## src/rtl/axi_slice_rr_arbiter.sv

```systemverilog
// -----------------------------------------------------------------------------
// axi_slice_rr_arbiter
//
// Merges NUM_REQ valid/ready request channels into one registered output
// channel. Each transfer goes to one requester under rotating round-robin
// priority. The winning payload and the winner's index are captured in a
// single-entry output register, so the downstream AXI slice sees a registered
// channel that stays stable while it is stalled.
//
// Ports:
//   clk_i    in   1                    clock
//   rst_ni   in   1                    asynchronous active-low reset
//   valid_i  in   NUM_REQ              per-requester valid
//   ready_o  out  NUM_REQ              per-requester ready (one-hot or zero)
//   data_i   in   NUM_REQ*DATA_WIDTH   flattened payloads, requester k at
//                                      [k*DATA_WIDTH +: DATA_WIDTH]
//   valid_o  out  1                    output register holds a transfer
//   ready_i  in   1                    downstream accepts
//   data_o   out  DATA_WIDTH           registered payload
//   idx_o    out  IDX_WIDTH            index of requester that produced data_o
// -----------------------------------------------------------------------------
module axi_slice_rr_arbiter #(
  parameter int unsigned NUM_REQ    = 4,
  parameter int unsigned DATA_WIDTH = 64,
  parameter int unsigned IDX_WIDTH  = $clog2(NUM_REQ)
) (
  input  logic                            clk_i,
  input  logic                            rst_ni,
  input  logic [NUM_REQ-1:0]              valid_i,
  output logic [NUM_REQ-1:0]              ready_o,
  input  logic [NUM_REQ*DATA_WIDTH-1:0]   data_i,
  output logic                            valid_o,
  input  logic                            ready_i,
  output logic [DATA_WIDTH-1:0]           data_o,
  output logic [IDX_WIDTH-1:0]            idx_o
);

  // One extra bit so prio + offset never overflows before the wrap.
  localparam int unsigned SUM_W = IDX_WIDTH + 1;

  // First set bit of req scanning upward from start and wrapping past
  // NUM_REQ-1. Returns start when req is empty; the caller gates on |req.
  function automatic logic [IDX_WIDTH-1:0] rr_pick(
    input logic [NUM_REQ-1:0]   req,
    input logic [IDX_WIDTH-1:0] start
  );
    logic [IDX_WIDTH-1:0] pick;
    logic [SUM_W-1:0]     pos;
    logic                 found;
    pick  = start;
    found = 1'b0;
    for (int unsigned i = 0; i < NUM_REQ; i++) begin
      pos = {1'b0, start} + SUM_W'(i);
      if (pos >= SUM_W'(NUM_REQ)) begin
        pos = pos - SUM_W'(NUM_REQ);
      end
      if (!found && req[pos[IDX_WIDTH-1:0]]) begin
        pick  = pos[IDX_WIDTH-1:0];
        found = 1'b1;
      end
    end
    return pick;
  endfunction

  // Index that follows idx in round-robin order.
  function automatic logic [IDX_WIDTH-1:0] rr_next(input logic [IDX_WIDTH-1:0] idx);
    logic [IDX_WIDTH-1:0] nxt;
    if (idx == IDX_WIDTH'(NUM_REQ - 1)) begin
      nxt = '0;
    end else begin
      nxt = idx + IDX_WIDTH'(1);
    end
    return nxt;
  endfunction

  logic [DATA_WIDTH-1:0] data_arr [NUM_REQ];

  logic [IDX_WIDTH-1:0]  prio;
  logic [IDX_WIDTH-1:0]  gnt_p0;
  logic                  any_vld_p0;
  logic                  load_en_p0;
  logic                  push_p0;
  logic                  pop_p0;

  logic                  vld_p1;
  logic [DATA_WIDTH-1:0] data_p1;
  logic [IDX_WIDTH-1:0]  idx_p1;

  for (genvar k = 0; k < NUM_REQ; k++) begin : g_unpack
    assign data_arr[k] = data_i[k*DATA_WIDTH +: DATA_WIDTH];
  end

  // ---- p0: arbitration (combinational, sees current prio and register state)
  // The register can take a new entry when empty or when it is being popped
  // this same cycle; the latter gives the zero-bubble path.
  assign any_vld_p0 = |valid_i;
  assign gnt_p0     = rr_pick(valid_i, prio);
  assign pop_p0     = vld_p1 & ready_i;
  assign load_en_p0 = ~vld_p1 | pop_p0;
  assign push_p0    = load_en_p0 & any_vld_p0;

  always_comb begin
    ready_o = '0;
    if (push_p0) begin
      ready_o[gnt_p0] = 1'b1;
    end
  end

  // ---- p1: output register and priority pointer
  // Priority only moves on a push, so idle cycles leave the next turn intact.
  always_ff @(posedge clk_i or negedge rst_ni) begin
    if (!rst_ni) begin
      vld_p1  <= 1'b0;
      data_p1 <= '0;
      idx_p1  <= '0;
      prio    <= '0;
    end else if (push_p0) begin
      vld_p1  <= 1'b1;
      data_p1 <= data_arr[gnt_p0];
      idx_p1  <= gnt_p0;
      prio    <= rr_next(gnt_p0);
    end else if (pop_p0) begin
      vld_p1  <= 1'b0;
    end
  end

  assign valid_o = vld_p1;
  assign data_o  = data_p1;
  assign idx_o   = idx_p1;

endmodule

```

## config.mk

```make
export PLATFORM = sky130hd
export DESIGN_NAME = axi_slice_rr_arbiter
export DESIGN_NICKNAME = d
export VERILOG_FILES = /design/src/rtl/axi_slice_rr_arbiter.sv
export SDC_FILE = /design/constraint.sdc
export NUM_CORES = 1
export LEC_CHECK = 0
export BUFFER_PORTS_ARGS = -buffer_cell sky130_fd_sc_hd__clkbuf_2
export CAP_MARGIN = 20
export CORE_AREA = 3 3 129 131
export CTS_CLUSTER_DIAMETER = 80
export DETAILED_ROUTE_END_ITERATION = 10
export DIE_AREA = 0 0 132 134
export GPL_ROUTABILITY_DRIVEN = 0
export PLACE_DENSITY_LB_ADDON = 0.3
export SLEW_MARGIN = 10
export SYNTH_ARGS = -nofsm -noshare
export SYNTH_HDL_FRONTEND = slang
export SYNTH_SLANG_ARGS = --single-unit
```

## constraint.sdc

```tcl
create_clock -name clk_i -period 2.4 [get_ports clk_i]
set_clock_uncertainty 0.05 [all_clocks]
set_input_delay 0.12 -clock clk_i [delete_from_list [all_inputs] [get_ports clk_i]]
set_output_delay 0.12 -clock clk_i [all_outputs]
set_load 0.005 [all_outputs]
```

======== Word level (Yosys, flattened, before mapping) ========
Cells that the tools add are included.
W data, S select, Z words.
operators by class
  $lt $le $gt $ge ......................... 11
  mux-type cells .......................... 28
  equal/unequal tests ..................... 1
  reductions and logical operators ........ 9
  $add $sub $neg .......................... 8
  bitwise gates (word level) .............. 5
operators with widths
  kind                   count
  $bmux W64 S2           1
  $mux W64               2
  $mux W2                9
  $lt A2 B3 Y1 const B   5
  $ge A3 B3 Y1 const B   4
  $mux W1                10
  $bmux W1 S2            4
  $sub A2 B1 Y2 const B  4
  $add A2 B2 Y3 const B  2
  $logic_and A1 B1 Y1    4
  $mux W4                1
  $reduce_or A4 Y1       1
  $add A2 B1 Y3 const B  1
  $ge A2 B3 Y1 const B   1
  $logic_not A1 Y1       3
  $not A2 Y3             1
  $add A2 B1 Y2 const B  1
  $and A1 B1 Y1          2
  $demux W1 S2           1
  $eq A2 B2 Y1 const B   1
  $ge A2 B1 Y1 const B   1
  $reduce_bool A2 Y1     1
  $not A1 Y1             1
  $or A1 B1 Y1           1
storage, ports and cells
  input port bits ......................... 263
  logic and storage cells ................. 66
  output and inout bits ................... 71
  register bits after elaboration ......... 69

======== Depth between registers and ports, before layout ========
Gate-level depths: netlist of the first run.
  depth in word-level cells ............... 19
  depth in mapped cells ................... 8
  depth with buffers taken out ............ 6

======== Worst setup path after synthesis of the first run ========
Ideal clock, no wire load.
  kind .................................... register to register
  from .................................... register prio[0]
  to ...................................... register data_p1[10], in the netlist data_o[10]
  setup time .............................. 134 ps
  path buffers ............................ 3
  period minus slack after synthesis ...... 1700 ps
  data required time ...................... 2216 ps
  arrival time ............................ 1516 ps
  setup slack ............................. 700 ps
  cell stages (with the launch flop) ...... 9
  cells stage by stage .................... dfrtp_1 nor2b_1 o21bai_1 and3_1 buf_6 buf_6 buf_6 a211oi_2 a211oi_2
between the ends
  word-level cells in the longest chain between the ends .. 18
  elaborated cells between the ends (all ways) .. 40
  those cells by class .................... add/sub: 7; order compare: 4; mux: 22; bitwise: 1; reduce/logical: 6
ends and longest elaborated chain
  item                                                    RTL line  RTL
  start, declared                                         78        logic [IDX_WIDTH-1:0] prio;
  start signal, assigned                                  121       prio <= rr_next(gnt_p0);
  branches (longest 13 deep; another with $add A2 B1 Y3)  n/a
  $mux W2 *                                               57        if (!found && req[pos[IDX_WIDTH-1:0]]) begin
  $not A2 Y3 (implied by the code) *                      119       data_p1 <= data_arr[gnt_p0];
  $bmux W64 S2 *                                          119
  $mux W64 (implied by the code) * (2 in series)          119
  end signal, assigned                                    119
  end, declared                                           86        logic [DATA_WIDTH-1:0] data_p1;
Every way passes the cells marked *. The select of a mux whose other input is x is not followed.
A chain may end at the register's enable or synchronous reset.

======== Worst setup path after layout of the first run ========
  from .................................... register prio[0]
  to ...................................... output port ready_o[1]
between the ends
  word-level cells in the longest chain between the ends .. 19
  elaborated cells between the ends (all ways) .. 42
  those cells by class .................... add/sub: 7; order compare: 6; mux: 22; reduce/logical: 7
ends and longest elaborated chain
  item                                                                       RTL line  RTL
  branches (longest 13 deep; another with $add A2 B1 Y3)                     n/a
  $mux W2 *                                                                  57
  $lt A2 B3 Y1 (implied by the code) / $ge A2 B1 Y1 (equally long branches)  105       ready_o[gnt_p0] = 1'b1;
  $logic_and A1 B1 Y1 (implied by the code)                                  105
  $mux W1 (implied by the code)                                              105
  $demux W1 S2 *                                                             105
  $mux W4 *                                                                  104       if (push_p0) begin
  end, declared                                                              30        output logic [NUM_REQ-1:0] ready_o,
Marked as above.

==> run metrics, run 1 <==
status=finished clean; CP Max Fanout=27; critical path endpoint category=output pin; clock buffer depth=2; Rel. slew slack=approximately two fifths; RSZ-0062 raised after global routing=no; initial antenna violation count=0; buffer and inverter count on the worst path=2; post-CTS setup buffer count=0; filler cell count=~1,500; initial detailed-routing violation count=189; worst r2r src=prio[0]; Mapped Cells=547; die area=~0.018 mm2; Non-Filler Instances=around 1,100; Cell variety after synth=30; # clock sinks=between 60 and 70; total of max-cap violations=0; DIE WIDTH=132 um; io pins=~330; Period minus WS final=around 2.3 ns; Worst-Skew Late Latency=about 0.33 ns; Setup CP Type=register to output pin; commonest non-fill, non-tap cell in the layout=clkbuf_2; Yosys reg bits=between 60 and 70; Setup TNS=0 ns; Crit. Startpoint=prio[0]; worst path cell trace=nor2b_1, nor4_2, or2_1, nor2_4, buf_12, and2_1, clkbuf_2; Initial Util=34.5%; Hold Fails Final Rpt=0; layout overhead on the synthesized area=39.4%; CTS Buf Count=9; Worst Path Arrival=2.13 ns; Critical Path RT=2.23 ns; IO Port Bufs=~330; core area=0.0157 mm2; hold path start=ready_i; layout cells sized above 1=58.0%; family with the most delay on the worst path=simple AND/OR/NAND/NOR gates; Mapped Area=roughly 0.0054 mm2; min-delay worst type=primary input to register; Final #Nets=1,115; pre-CTS worst setup slack=between 0.3 and 0.4 ns; slowest library cell on the worst path=dfrtp_1; Slew @ Worst Pin=0.921 ns; final worst slack=0.102 ns; pwr dens=991 mW/mm2; global route overflow=0; H-tree depth=3; Vias=5,381; DRC viols=0; CP Launch Type=register; Post-Place Cells=~1,100; Worst IR Drop VDD=roughly 0.73 mV; final wirelength=~18,000 um; Yosys Warn Count=0; Avg Vias per Cell=just over 5; Slew Limit Fails=0; hold slack=0.0387 ns; Tot GR Track Use=20.1%; vias in the first global route=5,439; fin util=between 40 and 50%; register area share after synthesis=approximately a third; First-pass DRT Iterations=4; Root Driver=clkbuf_16; clk slew on worst S/H paths=0.05 ns; Leakage=approximately 3.7 nW; pin count of the biggest net entering global routing=70; fin crit share=95.7%; final setup fails=0; syn avg cell area=slightly below 10 um2; WL/cell=approximately 17 um; highest clock rate=roughly 0.44 GHz; num rows=46; syn_nets=~810; Ant. Diodes=0; CTS tree=done; first-pass GRT wire length=about 29,000 um; die height=~130 um; antenna-violating nets left=0; commonest cells after routing, fill and taps aside=clkbuf_2 (332), a211oi_2 (124), dfrtp_1 (69); dpl hpwl=13,000 um; CP peak stage delay=approximately 0.4 ns
## cells in the mapped netlist (all sizes together)
master / count / area (um2)
a211o: 1 / 8.76
a211oi: 128 / 1580
a21o: 1 / 7.51
a21oi: 1 / 5.00
a31oi: 64 / 400
and2: 2 / 12.5
and3: 1 / 6.26
and3b: 1 / 8.76
buf: 32 / 273
clkbuf: 25 / 101
dfrtp: 69 / 1730
ha: 1 / 12.5
inv: 65 / 244
mux2i: 64 / 641
nand2: 11 / 41.3
nor2: 67 / 251
nor2b: 4 / 25.0
nor3: 2 / 10.0
nor4: 2 / 25.0
o21a: 1 / 7.51
o21ai: 2 / 13.8
o21bai: 1 / 7.51
o31ai: 1 / 7.51
or2: 1 / 6.26
## final timing paths
path                            slack, ns         end  cells after the start
worst max-delay path                 0.10  ready_o[1]                      7
worst min-delay path                 0.04     valid_o                      4
worst max register to register       0.38  data_o[62]                      6
worst min register to register       0.43    idx_o[0]                      2
max in group asynchronous            1.28  data_o[58]                      2
min in group asynchronous            0.42  data_o[27]                      2
## routing by layer
layer / part of all wire [%] / wire [um] / track usage (%) / up-vias
met5: 0 / 0 / 0 / -
met4: 2.3 / 415 / 7.29 / 0
met3: 6.0 / 1100 / 3.90 / 26
met2: 49 / 9000 / 34.0 / 213
met1: 42 / 7680 / 25.6 / 2526
li1: - / - / - / 2616
## worst min-delay path, stage by stage
cell      delay (ns)
clkbuf_2        0.07
inv_1           0.07
nand2_1         0.07
nand2_1         0.04
## cells by family (layout without fill, tap and decap cells)
logic type               count (synthesis)  after routing  synth area share, %
AO/OA/AOI/OAI                          200            200                 37.6
buffers and inverters                  122            429                 11.4
AND/OR/NAND/NOR                         91             91                 7.13
flip-flops                              69             69                 31.8
multiplexers                            64             64                 11.8
adder cells (fa/ha/maj)                  1              1                0.231
## per-stage QoR
step	total power, W	instance area (um2)
2_1_floorplan	0.00482	5420
3_3_place_gp	0.00620	7260
3_5_place_dp	0.00624	7260
4_1_cts	0.00760	7560
5_1_grt	0.00801	7560
6_report	0.00749	7560
## final cells by class
type | instances | area [um2] | area share (%)
Multi-Input combinational cell | 356 | 3140 | 41.5
Sequential cell | 69 | 1730 | 22.8
Clock buffer | 12 | 246 | 3.26
Timing Repair Buffer | 350 | 1900 | 25.1
Clock inverter | 2 | 35.0 | 0.463
Inverter | 65 | 244 | 3.23
Tap cell | 216 | 270 | 3.57
## where the power goes
part	total, W	internal [W]	switching (W)
logic	0.00411	0.00183	0.00228
registers	0.00208	0.00174	0.000340
clock network	0.00130	0.000820	0.000483
total	0.00749	0.00439	0.00310
## registers in the layout, indices dropped and copies added (netlist names)
name and flops:
valid_o 1, data_o 64, idx_o 2, prio 2
## repair_timing
item,CTS,global route
endpoints found under the setup margin,0,1
hold buffers,1,0
endpoints found under the hold margin,69,0
resized for setup,0,1
Power figures use the tool's default switching activity.
==> run 2, diff against run 1 <==
--- a/config.mk
+++ b/config.mk
@@ -7,10 +7,10 @@
 export LEC_CHECK = 0
 export BUFFER_PORTS_ARGS = -buffer_cell sky130_fd_sc_hd__clkbuf_2
 export CAP_MARGIN = 20
-export CORE_AREA = 3 3 129 131
+export CORE_AREA = 3 3 128 130
 export CTS_CLUSTER_DIAMETER = 80
 export DETAILED_ROUTE_END_ITERATION = 10
-export DIE_AREA = 0 0 132 134
+export DIE_AREA = 0 0 131 133
 export GPL_ROUTABILITY_DRIVEN = 0
 export PLACE_DENSITY_LB_ADDON = 0.3
 export SLEW_MARGIN = 10
==> constraint.sdc (replaced) <==
create_clock -name clk_i -period 1.9 [get_ports clk_i]
set_clock_uncertainty 0.05 [all_clocks]
set_input_delay 0.095 -clock clk_i [delete_from_list [all_inputs] [get_ports clk_i]]
set_output_delay 0.095 -clock clk_i [all_outputs]
set_load 0.005 [all_outputs]
==> run 2 against run 1 <==
The flow now finishes with violations (setup timing). Critical path depth did not move. Cell area grew 13%. Global-route usage grew 1.6 points. Sequential power rose by 26%. Core utilization is 7.9 points higher. First-iteration DRC count is 27% higher. Sequential share of layout area down 2.6 points. Combinational power is 64% higher. Worst setup slack worse by 0.14 ns.
==> run metrics, run 2 (synthesized netlist as in run 1, its figures left out) <==
Post-DP Area=0.00737 mm2 (+1.5%); CTS Buf Count=9 (unchanged); r2r setup slk=-0.04 ns (-0.42 ns); num rows=45 (-2.2%); WL/cell=19.3 um (+13%); highest clock rate=between 0.5 and 0.6 GHz; hold worst-path end=valid_o; CP Depth=7 (unchanged); Slew Limit Fails=0 (unchanged); DIE WIDTH=131 um (-0.76%); Worst IR Drop VDD=0.591 mV (-19%); Final #Nets=1,158 (+3.9%); family with the most delay on the worst path=flip-flops; die area=0.0174 mm2 (-1.5%); status=complete, but fails checks; hold path cells=4 (unchanged); CTS tree=done; antenna-violating nets left=0 (unchanged); worst path cell trace=nor3_4, nor4_4, buf_4, o21ai_4, buf_12, nor2_4, clkbuf_2; total of max-cap violations=0 (unchanged); worst reg2reg path depth=8 (+2); H-tree depth=3 (unchanged); first-pass GRT wire length=29,700 um (+3.3%); min-delay worst type=primary input to register; final wirelength=21,400 um (+18%); Avg Vias per Cell=5.18 (+2.9%); CP Launch Type=register; clk slew on worst S/H paths=0.05 ns (about the same); pin count of the biggest net entering global routing=68 (-2.9%); initial detailed-routing violation count=240 (+27%); io pins=334 (unchanged); commonest non-fill, non-tap cell in the layout=clkbuf_2; layout overhead on the synthesized area=57.6%; critical path endpoint category=output pin; dpl hpwl=14,000 um (+7.0%); final setup fails=33 (+33); failing checks=setup timing; Worst Path Arrival=1.80 ns (-0.33 ns); RSZ-0062 raised after global routing=yes; Worst-Skew Late Latency=0.33 ns (about the same); Hold Fails Final Rpt=0 (unchanged); Setup CP Type=register to output pin; Worst R2R End=data_o[42]; commonest cells after routing, fill and taps aside=clkbuf_2 (331), a211oi_2 (112), dfrtp_1 (67); Root Driver=clkbuf_16; Tot GR Track Use=21.8% (+1.6 points); Critical Path RT=1.75 ns (-0.48 ns); Vias=5,745 (+6.8%); final worst slack=-0.0423 ns (-0.144 ns); Tot Pwr=0.0112 W (+50%); worst r2r src=prio[1]; clock buffer depth=2 (unchanged); Initial Util=35.5% (+1.0 points); buffer and inverter count on the worst path=3 (+1); Ant. Diodes=0 (unchanged); Rel. slew slack=62.1% (+23 points); CP Max Fanout=5 (-81%); hold path start=ready_i; pwr dens=1310 mW/mm2 (+32%); post-route cell area=0.00855 mm2 (+13%); vias in the first global route=5,538 (+1.8%); layout cells sized above 1=63.5% (+5.6 points); core area=0.0153 mm2 (-2.9%); IO Port Bufs=333 (unchanged); # clock sinks=69 (unchanged); slowest library cell on the worst path=dfrtp_2; fin crit share=102%; Period minus WS final=around 1.9 ns; initial antenna violation count=0 (unchanged); global route overflow=0 (unchanged); die height=133 um (-0.75%); Leakage=4.07 nW (+11%); First-pass DRT Iterations=4 (unchanged); CP peak stage delay=0.44 ns (+0.04 ns); max reg flops=64 (unchanged); Slew @ Worst Pin=0.569 ns (-0.352 ns); DRC viols=0 (unchanged)
==> run 2: layer usage <==
metal / up-vias / track usage [%] / share of wire [%]
met5: - / 0 / 0
met4: 0 / 6.80 / 1.9
met3: 34 / 4.00 / 6.6
met2: 236 / 36.6 / 50
met1: 2769 / 28.0 / 41
li1: 2706 / - / -
==> run 2: what timing repair did <==
item	in CTS	in global routing
hold buffers	1	0
resized for setup	35	50
hold endpoints to repair	33	0
buffers inserted	13	9
cloned	2	7
pin swaps	27	24
endpoints found under the setup margin	68	68
==> run 2: how the worst max path moves through the flow <==
| stage | startpoint | end | slack, ns |
|---|---|---|---|
| final | prio[1] | ready_o[2] | -0.04 |
| after global routing | prio[1] | data_o[10] | -0.13 |
| after CTS | valid_o | ready_o[3] | -0.11 |
| after detailed placement | prio[1] | data_o[60] | -0.12 |
| after global placement | prio[0] | data_o[60] | -0.08 |
| after floorplan | prio[0] | data_o[10] | 0.20 |
==> run 2: report_power, final <==
part | internal [W] | switching (W)
clock network | 0.00122 | 0.000650
registers | 0.00220 | 0.000424
logic | 0.00326 | 0.00346
==> run 2: worst register-to-register path: cells and delay by family, from the launching register on <==
kind                   cells  cell delay (ns)
buffers and inverters      3             0.50
DFF                        1             0.44
and+or+nand+nor            2             0.33
AOI/OAI and AO/OA          3             0.53
==> run 2: cell type report <==
class,count,area (um2)
Multi-Input combinational cell,356,3430
Clock inverter,4,70.1
Inverter,65,244
Timing Repair Buffer,393,2560
Clock buffer,12,256
Tap cell,211,264
Sequential cell,69,1730
Fill cell,1396,6710
==> run 2: per-stage QoR <==
step                      setup WS, ns  hold WS, ns  TNS [ns]  util (%)  std cells
final                          -0.0423       0.0182    -0.594      56.0       1110
after global routing            -0.133       0.0168     -4.62      56.0       1110
after CTS                       -0.112      0.00214     -3.95      52.9       1094
after detailed placement        -0.120       0.0407     -3.12      48.3       1062
after global placement         -0.0848       0.0274    -0.840      48.3       1062
after floorplan                  0.200       -0.251         0         -        547
